**src/rtl/apb_transfer_controller.sv**
```systemverilog
// ----------------------------------------------------------------------------
// apb_transfer_controller
//
// Bridge-side sequencer between an AHB slave port and an APB bus. A transfer
// that is accepted from the AHB address phase becomes an APB SETUP phase and
// then an ACCESS phase. Writes first take one WWAIT cycle so that the AHB data
// phase can deliver Hwdata. Hreadyout holds the AHB master off until the APB
// slave completes. A slave that keeps Pready low for too long is abandoned,
// and the master gets a two-cycle ERROR response.
//
// Ports
//   Hclk, Hreset       clock, asynchronous active-high reset
//   valid              address phase carries a transfer for this bridge
//   Haddr, Hwrite      address-phase address / direction
//   tempselx           decoded one-hot slave select for Haddr
//   Hwdata             AHB write data (data phase)
//   Pready, Prdata     APB slave ready / read data
//   Pwrite, Penable,
//   Pselx, Paddr,
//   Pwdata             APB master outputs
//   Hreadyout, Hresp   AHB ready / response (1 = ERROR)
//   Hrdata             AHB read data, passed through from Prdata
// ----------------------------------------------------------------------------
module apb_transfer_controller #(
    parameter int ADDR_W  = 32,
    parameter int DATA_W  = 32,
    parameter int NSLV    = 3,
    parameter int TIMEOUT = 16
) (
    input  logic              Hclk,
    input  logic              Hreset,
    input  logic              valid,
    input  logic [ADDR_W-1:0] Haddr,
    input  logic              Hwrite,
    input  logic [NSLV-1:0]   tempselx,
    input  logic [DATA_W-1:0] Hwdata,
    input  logic              Pready,
    input  logic [DATA_W-1:0] Prdata,
    output logic              Pwrite,
    output logic              Penable,
    output logic [NSLV-1:0]   Pselx,
    output logic [ADDR_W-1:0] Paddr,
    output logic [DATA_W-1:0] Pwdata,
    output logic              Hreadyout,
    output logic              Hresp,
    output logic [DATA_W-1:0] Hrdata
);

    typedef enum logic [2:0] {
        IDLE, WWAIT, SETUP, ACCESS, ERR1, ERR2
    } state_t;

    // The counter is kept at least 1 bit wide so that TIMEOUT=0 still elaborates.
    localparam int CW      = (TIMEOUT > 0) ? $clog2(TIMEOUT + 1) : 1;
    localparam int LAST_I  = (TIMEOUT > 0) ? TIMEOUT - 1 : 0;
    localparam logic [CW-1:0] LAST = LAST_I[CW-1:0];

    state_t          state, state_nxt;
    logic [NSLV-1:0] sel_reg;
    logic [CW-1:0]   wait_cnt;
    logic            accept;
    logic            sel_ok;
    logic            timeout_hit;
    logic            psel_on;

    // A select is legal only if exactly one bit is set.
    assign sel_ok      = (tempselx != '0) && ((tempselx & (tempselx - 1'b1)) == '0);
    assign timeout_hit = (TIMEOUT != 0) && (wait_cnt == LAST);

    always_comb begin
        state_nxt = state;
        accept    = 1'b0;
        Hreadyout = 1'b1;
        Hresp     = 1'b0;
        Penable   = 1'b0;
        psel_on   = 1'b0;
        case (state)
            IDLE: begin
                accept = valid;
            end
            WWAIT: begin
                Hreadyout = 1'b0;
                state_nxt = SETUP;
            end
            SETUP: begin
                Hreadyout = 1'b0;
                psel_on   = 1'b1;
                state_nxt = ACCESS;
            end
            ACCESS: begin
                psel_on = 1'b1;
                Penable = 1'b1;
                if (Pready) begin
                    // Completion also opens the next address phase, which gives
                    // back-to-back transfers without an IDLE cycle.
                    Hreadyout = 1'b1;
                    accept    = valid;
                    state_nxt = IDLE;
                end else begin
                    Hreadyout = 1'b0;
                    if (timeout_hit)
                        state_nxt = ERR1;
                end
            end
            ERR1: begin
                Hreadyout = 1'b0;
                Hresp     = 1'b1;
                state_nxt = ERR2;
            end
            ERR2: begin
                // The master sees ERROR with Hreadyout high here, so the address
                // phase in this cycle is dropped.
                Hresp     = 1'b1;
                state_nxt = IDLE;
            end
            default: state_nxt = IDLE;
        endcase
        if (accept)
            state_nxt = !sel_ok ? ERR1 : (Hwrite ? WWAIT : SETUP);
    end

    assign Pselx  = psel_on ? sel_reg : '0;
    assign Hrdata = Prdata;

    always_ff @(posedge Hclk or posedge Hreset) begin
        if (Hreset) begin
            state    <= IDLE;
            sel_reg  <= '0;
            Paddr    <= '0;
            Pwrite   <= 1'b0;
            Pwdata   <= '0;
            wait_cnt <= '0;
        end else begin
            state <= state_nxt;
            if (accept) begin
                Paddr   <= Haddr;
                Pwrite  <= Hwrite;
                sel_reg <= tempselx;
            end
            if (state == WWAIT)
                Pwdata <= Hwdata;
            if (state == SETUP)
                wait_cnt <= '0;
            else if (state == ACCESS && !Pready)
                wait_cnt <= wait_cnt + 1'b1;
        end
    end

endmodule
```
**config.mk**
```make
export PLATFORM = sky130hd
export DESIGN_NAME = apb_transfer_controller
export DESIGN_NICKNAME = d
export VERILOG_FILES = /design/src/rtl/apb_transfer_controller.sv
export SDC_FILE = /design/constraint.sdc
export NUM_CORES = 1
export LEC_CHECK = 0
export CAP_MARGIN = 10
export CORE_UTILIZATION = 38
export CTS_CLUSTER_SIZE = 25
export DETAILED_ROUTE_END_ITERATION = 16
export GPL_ROUTABILITY_DRIVEN = 0
export MAX_ROUTING_LAYER = met4
export PLACE_DENSITY = 0.81
export SLEW_MARGIN = 20
export SYNTH_ARGS = -nofsm -noshare
export SYNTH_HDL_FRONTEND = slang
export SYNTH_SLANG_ARGS = --single-unit
export TNS_END_PERCENT = 1
```
**constraint.sdc**
```tcl
create_clock -name Hclk -period 2.5 [get_ports Hclk]
set_input_delay 0.375 -clock Hclk [delete_from_list [all_inputs] [get_ports Hclk]]
set_output_delay 0.375 -clock Hclk [all_outputs]
set_load 0.005 [all_outputs]
```
==> results.yml <==
synthesis:
  yosysWarnings: 0
  synth.lib_cells_used.distinct: 38
  postSynthNetCount: 343
  synth.yosys.seq_area_share_pct: 55.0
  synth_seq_cells: 76
  synth_area_sq_um: 3460
  synthesis.area_per_instance_sq_um: 14.6
  post_synth_inst_count: 237
clocking:
  postCtsSetupRepairBufs: 0
  cts-buffers-inserted: 9
  clk_pin_slew_worst_paths_ns: 0.08
  cts.repair.resized: 0
  insertion_delay_ns: 0.34
  root_buffer: "sky130_fd_sc_hd__clkbuf_8"
  sink_count: 76
  htreeDepth: 3
  cts_max_path_buffers: 2
  cts_hold_buffers: 0
  cts_tree: "yes"
finish:
  layout.nets: 457
  seq_area_sq_um: 1900
  multi_input_area_sq_um: 1200
  area_growth_pct: 43.8
  num-fill-cells: 754
  reg_top3: "Paddr x32, Pwdata x32, wait_cnt x5"
  post_route_cells_drive_above_1_share_pct: 20.2
  diodes: 0
  mostFrequentLayoutCell: "sky130_fd_sc_hd__clkdlybuf4s50_1"
  final_cell_mix: "sky130_fd_sc_hd__clkdlybuf4s50_1 (142), sky130_fd_sc_hd__dfrtp_1 (76), sky130_fd_sc_hd__mux2_4 (28)"
timing:
  final.min_clock_period_ns: 2.29
  slew_headroom_pct: 62.9
  finClkSkew_ns: 0.00876
  layout_worst_path_cycle_share_pct: 91.8
  rsz0062_at_grt: "false"
  sum_of_negative_setup_slack_ns: 0
  post-route-worst-setup-slack_ns: 0.206
  finalHoldViolCount: 0
  timing.final.max_slew_violations: 0
  tightest_slew_ns: 0.556
  finalSetupViolCount: 0
  max_freq_mhz: 436
critical_path:
  worstRegToRegCells: 4
  crit_path_top_delay_cell: "sky130_fd_sc_hd__dfrtp_1"
  cp.arrival_ns: 1.92
  critical-path-max-stage-delay_ns: 0.60
  crit_path_max_fanout: 10
  cp-end-kind: "primary output"
  critical-path-top-delay-family: "flip-flops"
  cp_data_required_time_ns: 2.12
  critPathLaunchType: "flip-flop"
  critical_path.cell_chain: "nor2b_1 > and2_1 > clkdlybuf4s50_1"
  critical_path_buf_inv_count: 1
  critPathKind: "reg2out"
  crit_start: "state[1]"
  critical_path_depth_in_cells: 3
  critical_r2r_launch: "state[0]"
placed_design:
  hpwl_um: 5620
  io_buffers: 142
  dp_slack_ns: 0.278
route:
  drt_drc_violations_left: 0
  detail_route.first_pass.iterations: 3
  count_of_routing_violations_after_the_opening_detailed_route_iteration: 27
  m1WireLength_um: 3120
  highest-signal-layer: "met4"
  number_of_vias_per_cell: 4.86
  met2_wirelength_um: 3720
  totalWireLength_um: 7610
  route.vias.total: 2256
  wl_per_cell_um: 16.4
  final_antenna_net_count: 0
  met3_length_um: 588
run:
  max-cap-violations: 0
global_route:
  grt_usage_pct: 17.0
  first_global_vias: 2527
  grt_first_pass_wirelength_um: 12400
  overflow: 0
  pin_count_of_the_biggest_net_entering_global_routing: 37
  antenna_found_initial: 0
pwr:
  p_leak_uw: 0.00208
  power.density_nw_per_um2: 1230
  maximum_vdd_ir_drop_mv: 0.628
  p_seq_share_pct: 36.2
  switching_share_pct: 27.7
  intPower_uw: 4430
  power.clock.fraction_pct: 18.3
  total_switching_power_uw: 1690
  combPwrFrac_pct: 45.4
die:
  io_pins: 207
  starting_density_of_the_core_pct: 39.5
  fp.coreArea_sq_um: 8760
  fp.dieW_um: 97.4
  die_area_sq_um: 9490
  dieHeight_um: 97.4
  std_cell_rows: 34
run_status:
  outcome: "complete, no violations"
hold_path:
  hold_class: "in2async"
## worst paths after layout
path	to	slack, ns
max	Pselx[1]	0.21
min	Pwdata[28]	0.39
max reg2reg	Pwdata[5]	0.75
min reg2reg	Pwdata[13]	0.49
max in group asynchronous	sel_reg[0]	1.47
min in group Hclk	Pwdata[13]	0.49
## cell type report
| class | count | share of cell area (%) |
|---|---|---|
| Clock buffer | 10 | 2.57 |
| Multi-Input combinational cell | 113 | 24.2 |
| Tap cell | 108 | 2.72 |
| Inverter | 5 | 0.402 |
| Sequential cell | 76 | 38.2 |
| Timing Repair Buffer | 146 | 29.7 |
| Clock inverter | 6 | 2.24 |
## synthesized netlist by cell type
cell type / instances / area (sq um)
sky130_fd_sc_hd__o21bai_1: 1 / 7.51
sky130_fd_sc_hd__nor2b_1: 3 / 18.8
sky130_fd_sc_hd__mux2_1: 23 / 259
sky130_fd_sc_hd__inv_1: 4 / 15.0
sky130_fd_sc_hd__a21oi_1: 3 / 15.0
sky130_fd_sc_hd__mux2i_1: 1 / 10.0
sky130_fd_sc_hd__o21ai_0: 2 / 10.0
sky130_fd_sc_hd__nor2_2: 1 / 6.26
sky130_fd_sc_hd__and3_1: 1 / 6.26
sky130_fd_sc_hd__and2_1: 3 / 18.8
sky130_fd_sc_hd__ha_1: 2 / 25.0
sky130_fd_sc_hd__xor2_1: 1 / 8.76
sky130_fd_sc_hd__xnor2_1: 1 / 8.76
sky130_fd_sc_hd__buf_2: 1 / 5.00
sky130_fd_sc_hd__o211ai_1: 1 / 7.51
sky130_fd_sc_hd__and3_4: 1 / 11.3
sky130_fd_sc_hd__nor2_1: 2 / 7.51
sky130_fd_sc_hd__buf_6: 6 / 67.6
sky130_fd_sc_hd__a22oi_1: 1 / 7.51
sky130_fd_sc_hd__o22ai_1: 1 / 6.26
sky130_fd_sc_hd__dfrtp_1: 76 / 1900
sky130_fd_sc_hd__o21a_1: 2 / 15.0
sky130_fd_sc_hd__nand4b_1: 1 / 8.76
sky130_fd_sc_hd__nand2b_1: 2 / 12.5
sky130_fd_sc_hd__nor4_1: 1 / 6.26
sky130_fd_sc_hd__mux2_2: 18 / 203
sky130_fd_sc_hd__mux2_4: 28 / 420
sky130_fd_sc_hd__o31ai_1: 1 / 7.51
sky130_fd_sc_hd__a32o_1: 1 / 10.0
sky130_fd_sc_hd__buf_4: 36 / 270
sky130_fd_sc_hd__a31o_1: 1 / 8.76
sky130_fd_sc_hd__and4bb_2: 1 / 12.5
sky130_fd_sc_hd__o32ai_1: 1 / 8.76
sky130_fd_sc_hd__nor3_2: 1 / 10.0
sky130_fd_sc_hd__inv_2: 1 / 3.75
sky130_fd_sc_hd__a22o_1: 2 / 17.5
sky130_fd_sc_hd__o21ai_1: 1 / 5.00
sky130_fd_sc_hd__nand2_1: 4 / 15.0
## per-stage QoR
stage               instances  total power [uW]  area [sq um]  hold WS [ns]  util, %
finish                    464              6120          4970         0.385     56.8
global placement          448              4950          4740         0.468     54.0
detailed placement        448              5050          4740         0.477     54.0
floorplan                 237              3560          3460         0.464        -
CTS                       464              6210          4970         0.393     56.8
global route              464              6480          4970         0.427     56.8
## power by group through the flow
stage	Combinational, uW	Clock [uW]	Sequential, uW
floorplan	1370	0	2190
global placement	2740	0	2210
detailed placement	2820	0	2230
CTS	2830	1160	2220
global route	2970	1210	2300
finish	2780	1120	2220
## cells by family (layout without fill, tap and decap cells)
kind of cell	count (synthesis)	count (layout)	share of synthesized area (%)
compound gates	18	18	3.65
fa+ha+maj	2	2	0.723
buf+inv	48	167	10.5
simple gates	21	21	3.87
flops	76	76	55.0
xor+xnor	2	2	0.507
mux	70	70	25.8
## layer usage
metal  track usage [%]  vias up
li1                  -     1012
met1              20.1     1118
met2              26.9      104
met3              5.04       22
met4              7.24        0
met5                 -        -
Note: power is estimated with default switching activity, not from simulation.
